<file path="src/rtl/eth_tx_arb.sv">
// Packet-granular fixed-priority arbiter for the MAC TX stream, with a starvation guard for the last source.
// Optional source-stall watchdog (TERM/DRAIN recovery) is enabled by defining ETH_TX_ARB_WDOG_EN.
module eth_tx_arb #(
  parameter int DW           = 32,
  parameter int NREQ         = 3,
  parameter int STARVE_LIMIT = 4,
  parameter int WDOG_CYCLES  = 4096
) (
  input  logic               clk,
  input  logic               rst_n,
  input  logic [NREQ-1:0]    i_req,
  input  logic [NREQ*DW-1:0] i_data,
  input  logic [NREQ-1:0]    i_vld,
  input  logic [NREQ-1:0]    i_sop,
  input  logic [NREQ-1:0]    i_eop,
  output logic [NREQ-1:0]    o_rdy,
  output logic [NREQ-1:0]    o_gnt,
  output logic [DW-1:0]      o_data,
  output logic               o_vld,
  output logic               o_sop,
  output logic               o_eop,
  input  logic               i_rdy,
  output logic               o_busy,
  output logic [31:0]        o_pkt_cnt,
  output logic               o_abort
);

  localparam int SW = $clog2(STARVE_LIMIT + 1);
  localparam logic [SW-1:0] STARVE_MAX = SW'(STARVE_LIMIT);

`ifdef ETH_TX_ARB_WDOG_EN
  typedef enum logic [1:0] {IDLE, XFER, TERM, DRAIN} state_t;
  localparam int WW = $clog2(WDOG_CYCLES + 1);
  localparam logic [WW-1:0] WDOG_LAST = WW'(WDOG_CYCLES - 1);
  logic [WW-1:0] wdog_q, wdog_d;
`else
  typedef enum logic {IDLE, XFER} state_t;
`endif

  state_t          state_q, state_d;
  logic [NREQ-1:0] gnt_q, gnt_d;
  logic [NREQ-1:0] win;
  logic            found;
  logic [SW-1:0]   starve_q, starve_d;
  logic [31:0]     pkt_cnt_q;
  logic            pkt_done;
  logic [DW-1:0]   sel_data;
  logic            sel_vld, sel_sop, sel_eop;

  // Grant is one-hot, so the source mux is a simple priority-free select.
  always_comb begin
    sel_data = '0;
    sel_vld  = 1'b0;
    sel_sop  = 1'b0;
    sel_eop  = 1'b0;
    for (int k = 0; k < NREQ; k++) begin
      if (gnt_q[k]) begin
        sel_data = i_data[k*DW +: DW];
        sel_vld  = i_vld[k];
        sel_sop  = i_sop[k];
        sel_eop  = i_eop[k];
      end
    end
  end

  // Lowest index wins unless the last source has waited through STARVE_LIMIT grants.
  always_comb begin
    win   = '0;
    found = 1'b0;
    for (int k = 0; k < NREQ; k++) begin
      if (i_req[k] && !found) begin
        win[k] = 1'b1;
        found  = 1'b1;
      end
    end
    if (i_req[NREQ-1] && (starve_q == STARVE_MAX)) begin
      win         = '0;
      win[NREQ-1] = 1'b1;
    end
  end

  always_comb begin
    state_d  = state_q;
    gnt_d    = gnt_q;
    starve_d = starve_q;
    pkt_done = 1'b0;
    o_data   = '0;
    o_vld    = 1'b0;
    o_sop    = 1'b0;
    o_eop    = 1'b0;
    o_rdy    = '0;
    o_abort  = 1'b0;
`ifdef ETH_TX_ARB_WDOG_EN
    wdog_d   = wdog_q;
`endif
    case (state_q)
      IDLE: begin
        if (|i_req) begin
          gnt_d   = win;
          state_d = XFER;
`ifdef ETH_TX_ARB_WDOG_EN
          wdog_d  = '0;
`endif
          if (win[NREQ-1])
            starve_d = '0;
          else if (i_req[NREQ-1] && (starve_q != STARVE_MAX))
            starve_d = starve_q + 1'b1;
        end
      end
      XFER: begin
        o_data = sel_data;
        o_vld  = sel_vld;
        o_sop  = sel_sop;
        o_eop  = sel_eop;
        o_rdy  = gnt_q & {NREQ{i_rdy}};
        if (sel_vld && i_rdy) begin
`ifdef ETH_TX_ARB_WDOG_EN
          wdog_d = '0;
`endif
          if (sel_eop) begin
            pkt_done = 1'b1;
            gnt_d    = '0;
            state_d  = IDLE;
          end
        end
`ifdef ETH_TX_ARB_WDOG_EN
        // Only source stalls age the watchdog; sink backpressure never does.
        else if (!sel_vld) begin
          if (wdog_q == WDOG_LAST) begin
            o_abort = 1'b1;
            state_d = TERM;
          end else begin
            wdog_d = wdog_q + 1'b1;
          end
        end
`endif
      end
`ifdef ETH_TX_ARB_WDOG_EN
      TERM: begin
        o_vld = 1'b1;
        o_eop = 1'b1;
        if (i_rdy) begin
          pkt_done = 1'b1;
          state_d  = DRAIN;
        end
      end
      DRAIN: begin
        o_rdy = gnt_q;
        if (sel_vld && sel_eop) begin
          gnt_d   = '0;
          state_d = IDLE;
        end
      end
`endif
      default: begin
        gnt_d   = '0;
        state_d = IDLE;
      end
    endcase
  end

  always_ff @(posedge clk or negedge rst_n) begin
    if (!rst_n) begin
      state_q   <= IDLE;
      gnt_q     <= '0;
      starve_q  <= '0;
      pkt_cnt_q <= '0;
`ifdef ETH_TX_ARB_WDOG_EN
      wdog_q    <= '0;
`endif
    end else begin
      state_q  <= state_d;
      gnt_q    <= gnt_d;
      starve_q <= starve_d;
      if (pkt_done)
        pkt_cnt_q <= pkt_cnt_q + 32'd1;
`ifdef ETH_TX_ARB_WDOG_EN
      wdog_q   <= wdog_d;
`endif
    end
  end

  assign o_gnt     = gnt_q;
  assign o_busy    = (state_q != IDLE);
  assign o_pkt_cnt = pkt_cnt_q;

endmodule
</file>
<file path="config.mk">
export PLATFORM = sky130hd
export DESIGN_NAME = eth_tx_arb
export DESIGN_NICKNAME = d
export VERILOG_FILES = /design/src/rtl/eth_tx_arb.sv
export SDC_FILE = /design/constraint.sdc
export NUM_CORES = 1
export LEC_CHECK = 0
export CAP_MARGIN = 20
export CORE_MARGIN = 8
export CORE_UTILIZATION = 39
export DETAILED_ROUTE_END_ITERATION = 8
export PLACE_DENSITY = 0.87
export SETUP_SLACK_MARGIN = 0.3
export SYNTH_ARGS = -nofsm -noshare
export SYNTH_HDL_FRONTEND = slang
export SYNTH_SLANG_ARGS = --single-unit
</file>
<file path="constraint.sdc">
create_clock -name clk -period 4 [get_ports clk]
set_input_delay 1.2 -clock clk [delete_from_list [all_inputs] [get_ports clk]]
set_output_delay 1.2 -clock clk [all_outputs]
set_load 0.005 [all_outputs]
</file>
==> impl_metrics.toml, run 1 <==
[run_status]
status = "finished, final reports clean"

[timing]
slew_viol_final = 0
setup_viol = 0
tns_ns = 0
finalHoldViolCount = 0
max_freq_mhz = 277
fin_crit_ns = 3.61
rsz0062_at_grt = "no"
fin_skew_ns = 0.00944
period_share = 0.903
max_slew_margin = 0.428
tightestPinTransition_ns = 0.859

[die]
core-area_mm2 = 0.00679
die_area_mm2 = 0.00994
rows = 30
die_h_um = 99.7
initial_core_util = 0.402
die-width_um = 99.7
io_pins = 186

[synthesis]
mappedNetlistNets = 462
synth_area_mm2 = 0.00273
ys_ff_latch = 39
seq_area_frac_synth = 0.357
synth_ff_type = "dfrtp_1"
async_flop_share = 1.00
synth_top_family_by_area = "simple AND/OR/NAND/NOR gates"
synth_edf_count = 0
synth_top_area_cell = "dfrtp_1"
synth_cell_type_count = 37
yosysMostFrequentCell = "nor2_1"
synth_area_leaders = "dfrtp_1 36%, nor2_1 11%, a22oi_1 9.1%"
synth.avg_cell_area_um2 = 7.85
synthTopCellsByCount = "83 x nor2_1, 39 x dfrtp_1, 35 x a21oi_1, 33 x a22oi_1, 25 x nand2_1"
synthAdderAreaFrac = 0.0137
synth_xor_area_frac = 0.0994
muxShareOfSynthArea = 0
netlist.area_leader.share = 0.357
netlist_instances = 348
yosys_warnings = 0
synth-compound-area-share = 0.190
yosys.area_share.simple = 0.290

[setup_path]
worstPathArrival_ns = 2.41
end_kind = "primary output"
criticalPathCategory = "primary input to primary output"
r2r_cells = 7
reg2reg_to = "o_pkt_cnt[30]$_DFFE_PN0P_"
r2r-start = "o_gnt[1]$_DFFE_PN0P_"
worstPathRequired_ns = 2.80
critPathLaunchType = "primary input"
reg2reg_slack_ns = 1.79
crit_fanout = 2

[detailed_routing]
dr.first_iter.drc_count = 136
drcViolationCount = 0
routed_wl_um = 11000
via_count = 3259
firstDrtPassIters = 4
antenna_left = 0
viasPerCell = 5.26
wl_per_cell_um = 17.7

[global_routing]
grt_max_degree = 46
grt_pass1_vias = 3318
antenna_found_initial = 0
grt_overflow = 0
grt_pass1_wl_um = 16800
track_usage = 0.209

[hold_path]
hp-start = "o_pkt_cnt[31]$_DFFE_PN0P_"
whs_path_depth = 1
whs_endpoint = "o_pkt_cnt[31]$_DFFE_PN0P_"
hold_class = "register to register"

[final_layout]
area_growth_pct = 73.8
instances_no_fill = 620
nets = 637
seq_area_um2 = 977
diodes = 0
drive_above_1_share = 0.0534
multiInputGateArea_mm2 = 0.00163
fillers = 561

[power_and_ir_drop]
power.density_mw_per_mm2 = 419
ir_worst_vdd_mv = 0.252
p_leak_nw = 2.26

[clock_network]
clk_path_buf_depth = 2
numCtsBuffers = 5
cts.sinks = 39
clk_pin_slew_worst_paths_ns = 0.08
h-tree-depth = 2
clock_latency_ns = 0.29
cts_tree = "done"
root_buffer = "clkbuf_8"

[placement]
dp.cells = 611
dp_hpwl_um = 8820
place_congestion = 0.815
portBuffers = 184

[flow_run]
max-cap-violations = 0
repair_timing:
item                                    CTS  global route
pin swaps                                 4             4
hold endpoints to repair                  0             0
endpoints found under the setup margin   33             3
buffers inserted                          1             0
gates resized for setup                  34             3
hold buffers                              0             0
how the worst max path moves through the flow:
stage | endpoint | depth (start not counted) | slack (ns) | start
2_1_floorplan | o_vld | 3 | 1.09 | i_vld[0]
3_3_place_gp | o_eop | 5 | 0.08 | i_eop[0]
3_5_place_dp | o_eop | 5 | 0.07 | i_eop[0]
4_1_cts | o_data[19] | 6 | 0.30 | i_data[51]
5_1_grt | o_eop | 5 | 0.34 | i_eop[0]
6_report | o_eop | 5 | 0.39 | i_eop[0]
logic make-up (layout without fill, tap and decap cells):
family / count (synthesis) / after routing
DFF: 39 / 39
other: 1 / 1
xor gates and xnor gates: 31 / 31
and+or+nand+nor: 163 / 163
adders and majority gates: 3 / 3
AOI/OAI and AO/OA: 80 / 80
buffers and inverters: 31 / 207
through the flow:
step / power [W] / utilization / cell area [um2] / worst slack (ns) / hold WS (ns)
final: 0.00199 / 0.699 / 4750 / 0.387 / 0.481
after global routing: 0.00213 / 0.699 / 4750 / 0.339 / 0.517
after CTS: 0.00200 / 0.698 / 4740 / 0.302 / 0.490
after detailed placement: 0.00178 / 0.685 / 4660 / 0.0662 / 0.478
after global placement: 0.00176 / 0.685 / 4660 / 0.0754 / 0.458
after floorplan: 0.00106 / - / 2730 / 1.09 / 0.465
registers in the layout, summed over array words and instances (netlist names):
signal / cells
o_busy: 1
o_pkt_cnt: 32
starve_q: 3
o_gnt: 3
layer usage:
layer	wire length, um	vias up	global-route usage
met5	0	-	0
met4	148	0	0.0407
met3	816	13	0.0670
met2	5870	130	0.380
met1	4150	1558	0.231
li1	-	1558	-
layout by cell type (no fill, tap or decap), types with 2 or more instances in the layout:
cell type,netlist,layout
a22oi_1,33,32
nor3_1,8,8
dfrtp_1,39,38
buf_4,2,4
buf_12,0,2
nand2_1,25,25
clkbuf_8,0,5
a21oi_1,35,35
xnor2_1,13,13
nand3b_1,3,3
a21oi_2,2,2
nand3_1,6,6
and2_1,4,4
ha_1,3,3
clkdlybuf4s50_1,0,147
inv_1,8,8
nor2b_1,3,2
xor2_1,18,18
dlygate4sd2_1,0,33
and3_1,8,8
nand4_1,13,13
nor2_1,83,83
dlymetal6s2s_1,0,3
nand4_2,2,2
nor4_1,2,2
o21ai_0,4,4
where the power goes:
| group | switching, W | internal, W |
|---|---|---|
| clock network | 0.000142 | 0.000186 |
| registers | 0.0000718 | 0.000432 |
| logic | 0.000566 | 0.000593 |
worst max-delay path: stages:
cell and delay, ns:
clkdlybuf4s50_1 0.45, nand3b_1 0.15, a21oi_4 0.21, and2_1 0.14, dlygate4sd2_1 0.26
layout make-up:
type,instances,share of cell area
Clock buffer,5,0.0145
Clock inverter,3,0.00922
Inverter,9,0.00711
Multi-Input combinational cell,278,0.344
Sequential cell,39,0.206
Tap cell,96,0.0253
Timing Repair Buffer,190,0.394
No activity file was read; power rests on OpenSTA's default activity.
==> inputs of run 2 (changes only) <==
--- a/config.mk
+++ b/config.mk
@@ -9,6 +9,7 @@
 export CORE_MARGIN = 8
 export CORE_UTILIZATION = 39
 export DETAILED_ROUTE_END_ITERATION = 8
+export MAX_ROUTING_LAYER = met4
 export PLACE_DENSITY = 0.87
 export SETUP_SLACK_MARGIN = 0.3
 export SYNTH_ARGS = -nofsm -noshare
==> constraint.sdc (replaced) <==
create_clock -name clk -period 4 [get_ports clk]
set_input_delay 0.8 -clock clk [delete_from_list [all_inputs] [get_ports clk]]
set_output_delay 0.8 -clock clk [all_outputs]
set_load 0.005 [all_outputs]
==> impl_metrics.toml, run 2 (synthesis gave the netlist of run 1 again) <==
[run_status]
status = "finished, final reports clean"

[timing]
tightestPinTransition_ns = 0.864
max_freq_mhz = 306
fin_crit_ns = 3.27
max_slew_margin = 0.424
finalHoldViolCount = 0
rsz0062_at_grt = "no"
setup_viol = 0
tns_ns = 0
period_share = 0.818
slew_viol_final = 0
fin_skew_ns = 0.00630

[die]
rows = 30
initial_core_util = 0.402
die_h_um = 99.7
io_pins = 186
core-area_mm2 = 0.00679
die_area_mm2 = 0.00994
die-width_um = 99.7

[clock_network]
h-tree-depth = 2
cts_setup_buffers = 0
ctsResizeCount = 0
numCtsBuffers = 5
clk_path_buf_depth = 2
clk_pin_slew_worst_paths_ns = 0.07
root_buffer = "clkbuf_8"
cts.sinks = 39
clock_latency_ns = 0.29
cts_hold_buf = 0
cts_tree = "done"

[global_routing]
grt_overflow = 0
grt_pass1_vias = 3316
grt_max_degree = 46
antenna_found_initial = 0
track_usage = 0.215
grt_pass1_wl_um = 16600

[final_layout]
nets = 635
final_cell_mix = "183 x clkdlybuf4s50_1, 83 x nor2_1, 38 x dfrtp_1, 35 x a21oi_1, 33 x a22oi_1"
largest_register_ffs = 32
drive_above_1_share = 0.0479
diodes = 0
layout_commonest_cell = "clkdlybuf4s50_1"
instances_no_fill = 618
final_area_mm2 = 0.00474
area_growth_pct = 73.4
fillers = 548

[detailed_routing]
routed_wl_um = 10900
wl_per_cell_um = 17.6
viasPerCell = 5.22
dr.first_iter.drc_count = 161
antenna_left = 0
via_count = 3227
firstDrtPassIters = 4
drcViolationCount = 0

[hold_path]
whs_path_depth = 1
hold_class = "register to register"
hp-start = "o_pkt_cnt[31]$_DFFE_PN0P_"
whs_endpoint = "o_pkt_cnt[31]$_DFFE_PN0P_"

[placement]
place_congestion = 0.832
dp.cells = 610
place_area_mm2 = 0.00462
portBuffers = 184
dp_hpwl_um = 8630

[setup_path]
crit_fanout = 28
reg2reg_slack_ns = 1.81
criticalPathCategory = "register to primary output"
end_kind = "primary output"
worstPathArrival_ns = 2.47
critPathLaunchType = "register"
r2r_cells = 6
reg2reg_to = "o_pkt_cnt[29]$_DFFE_PN0P_"
r2r-start = "o_gnt[1]$_DFFE_PN0P_"
worstPathRequired_ns = 3.20

[flow_run]
max-cap-violations = 0

[power_and_ir_drop]
power.density_mw_per_mm2 = 438
ir_worst_vdd_mv = 0.294
p_leak_nw = 2.08
finalPower_w = 0.00208
-- run 2: cell count changes in the layout (fill, tap and decap cells not counted), sizes merged --
cell           previous run  this run
dlymetal6s2s              3         0
buf                       7         5
dlygate4sd2              33         0
clkdlybuf4s50           147       183
-- run 2: routing by layer --
metal / wire, um / track usage / vias up
met3: 687 / 0.0475 / 18
met4: 212 / 0.0594 / 0
met2: 5650 / 0.376 / 132
li1: - / - / 1555
met1: 4300 / 0.239 / 1522
met5: 0 / - / -
-- run 2: report_power, final --
part / total [W] / leakage, nW / switching, W / internal (W)
logic: 0.00125 / 1.51 / 0.000566 / 0.000680
registers: 0.000499 / 0.510 / 0.0000675 / 0.000432
clock network: 0.000330 / 0.0581 / 0.000144 / 0.000186
-- run 2: per-stage QoR --
step | setup WS, ns | utilization | hold slack [ns]
2_1_floorplan | 1.72 | - | 0.465
3_3_place_gp | 0.835 | 0.681 | 0.457
3_5_place_dp | 0.839 | 0.681 | 0.460
4_1_cts | 0.698 | 0.697 | 0.473
5_1_grt | 0.522 | 0.697 | 0.512
6_report | 0.727 | 0.697 | 0.471
-- run 2: final cells by class --
type                       count  area, um2  share of cell area
clock buffer                   5       68.8              0.0145
clock inverter                 3       43.8             0.00924
inverter                       9       33.8             0.00713
multi-input combinational    278       1630               0.343
sequential                    39        977               0.206
tap                           96        120              0.0254
timing repair buffer         188       1870               0.394
-- run 2: worst max path at each step --
stage                                     from          to  slack (ns)  cells past startpoint
after floorplan           o_gnt[1]$_DFFE_PN0P_  o_data[21]        1.72                      8
after global placement                i_vld[0]       o_vld        0.83                      5
after detailed placement              i_vld[0]       o_vld        0.84                      5
after CTS                 o_gnt[0]$_DFFE_PN0P_   o_data[7]        0.70                      7
after global routing      o_gnt[0]$_DFFE_PN0P_   o_data[7]        0.52                      7
final                     o_gnt[0]$_DFFE_PN0P_       o_sop        0.73                      7
-- run 2: critical path, stage by stage (launching register included) --
cell             delay, ns
dfrtp_1               0.50
nor2b_2               0.34
buf_4                 0.36
a22oi_1               0.12
nor2_1                0.11
a21oi_1               0.05
nor2_1                0.13
clkdlybuf4s50_1       0.58
==> inputs of run 3 (changes only) <==
--- a/config.mk
+++ b/config.mk
@@ -7,10 +7,10 @@
 export LEC_CHECK = 0
 export CAP_MARGIN = 20
 export CORE_MARGIN = 8
-export CORE_UTILIZATION = 39
+export CORE_UTILIZATION = 36
 export DETAILED_ROUTE_END_ITERATION = 8
 export MAX_ROUTING_LAYER = met4
-export PLACE_DENSITY = 0.87
+export PLACE_DENSITY = 0.81
 export SETUP_SLACK_MARGIN = 0.3
 export SYNTH_ARGS = -nofsm -noshare
 export SYNTH_HDL_FRONTEND = slang
==> constraint.sdc (replaced) <==
create_clock -name clk -period 3.29 [get_ports clk]
set_input_delay 0.658 -clock clk [delete_from_list [all_inputs] [get_ports clk]]
set_output_delay 0.658 -clock clk [all_outputs]
set_load 0.005 [all_outputs]
==> impl_metrics.toml, run 3 (synthesis gave the netlist of run 1 again) <==
[power_and_ir_drop]
clkPwrFrac = 0.161
power_frac_seq = 0.240
finalPower_w = 0.00255
comb_power_share = 0.599
p_sw_frac = 0.365
ir_worst_vdd_mv = 0.303
p_int_w = 0.00162
power_switching_w = 0.000929
p_leak_nw = 2.09
power.density_mw_per_mm2 = 532

[die]
die-width_um = 103
core-area_mm2 = 0.00729
die_h_um = 103
rows = 31
die_area_mm2 = 0.0106
initial_core_util = 0.375
io_pins = 186

[detailed_routing]
drcViolationCount = 0
dr.first_iter.drc_count = 126
viasPerCell = 5.17
antenna_left = 0
firstDrtPassIters = 5
top_layer = "met4"
dr_wl_met3_um = 932
wl_met2_um = 5690
wl_per_cell_um = 17.7
via_count = 3214
wl_met1_um = 4200
routed_wl_um = 11000

[timing]
fin_crit_ns = 2.88
rsz0062_at_grt = "no"
fin_skew_ns = 0.00359
setup_viol = 0
tns_ns = 0
slew_viol_final = 0
max_freq_mhz = 347
finalHoldViolCount = 0
period_share = 0.877

[clock_network]
ctsResizeCount = 0
clk_pin_slew_worst_paths_ns = 0.07
cts_setup_buffers = 0
cts_tree = "done"
h-tree-depth = 2
numCtsBuffers = 5
root_buffer = "clkbuf_8"
clock_latency_ns = 0.28
clk_path_buf_depth = 2
cts.sinks = 39
cts_hold_buf = 0

[setup_path]
critPathLaunchType = "primary input"
worstPathArrival_ns = 2.23
r2r-start = "o_gnt[1]$_DFFE_PN0P_"
crit_fanout = 6
end_kind = "primary output"
worstPathRequired_ns = 2.63
startpoint = "i_vld[0]"
criticalPathCategory = "primary input to primary output"

[final_layout]
final_cell_mix = "184 x clkdlybuf4s50_1, 83 x nor2_1, 38 x dfrtp_1, 35 x a21oi_1, 33 x a22oi_1"
largest_register_ffs = 32
nets = 636
diodes = 0
fillers = 643
layout_commonest_cell = "clkdlybuf4s50_1"
area_growth_pct = 75.3
drive_above_1_share = 0.0497

[placement]
dp_hpwl_um = 9030
portBuffers = 184
place_congestion = 0.785

[flow_run]
max-cap-violations = 0

[run_status]
status = "finished, final reports clean"

[global_routing]
grt_max_degree = 41
grt_pass1_vias = 3363
grt_overflow = 0
grt_pass1_wl_um = 16700
antenna_found_initial = 0
track_usage = 0.205

[hold_path]
hold_class = "register to register"
hp-start = "o_pkt_cnt[31]$_DFFE_PN0P_"
## run 3: cell count changes in the layout (fill, tap and decap cells not counted), sizes merged
cell / delta
clkdlybuf4s50: +1
clkinv: -2
clkbuf: +1
clkinvlp: +1
## run 3: critical path, cell delays in order
cell and delay (ns):
clkdlybuf4s50_1 0.45, nand3b_1 0.12, a21oi_2 0.32, and2_1 0.18
clkdlybuf4s50_1 0.50
## run 3: layer usage
| layer | up-vias | global-route usage |
|---|---|---|
| met2 | 134 | 0.356 |
| li1 | 1558 | - |
| met1 | 1507 | 0.228 |
| met5 | - | - |
| met3 | 15 | 0.0614 |
| met4 | 0 | 0.0412 |
## run 3: worst paths after layout
path	endpoint	slack, ns	depth (start not counted)
max	o_vld	0.41	5
min	o_pkt_cnt[31]$_DFFE_PN0P_	0.47	1
max reg2reg	o_pkt_cnt[30]$_DFFE_PN0P_	1.20	6
min reg2reg	o_pkt_cnt[31]$_DFFE_PN0P_	0.47	1
max in group asynchronous	o_gnt[2]$_DFFE_PN0P_	2.11	2
min in group asynchronous	o_pkt_cnt[15]$_DFFE_PN0P_	0.79	2
## run 3: per-stage QoR
stage | hold WS, ns | cells | instance area (um2) | setup slack [ns] | util
3_3_place_gp | 0.456 | 614 | 4650 | 0.420 | 0.638
3_5_place_dp | 0.469 | 614 | 4650 | 0.422 | 0.638
2_1_floorplan | 0.362 | 348 | 2730 | 1.16 | -
6_report | 0.467 | 622 | 4790 | 0.406 | 0.657
4_1_cts | 0.479 | 622 | 4770 | 0.342 | 0.654
5_1_grt | 0.488 | 622 | 4790 | 0.314 | 0.657
## run 3: power groups by stage
stage                     clock network (W)  logic (W)  registers, W
after CTS                          0.000419    0.00152      0.000608
after floorplan                           0   0.000710      0.000580
final                              0.000411    0.00153      0.000610
after detailed placement                  0    0.00151      0.000618
after global routing               0.000440    0.00167      0.000623
after global placement                    0    0.00149      0.000613
## run 3: area by class of cell
| cell class | count | area, um2 | area share |
|---|---|---|---|
| Multi-Input combinational cell | 278 | 1630 | 0.340 |
| Clock inverter | 2 | 35.0 | 0.00732 |
| Clock buffer | 6 | 82.6 | 0.0172 |
| Tap cell | 99 | 124 | 0.0259 |
| Sequential cell | 39 | 980 | 0.205 |
| Timing Repair Buffer | 189 | 1900 | 0.397 |
| Inverter | 9 | 37.5 | 0.00784 |
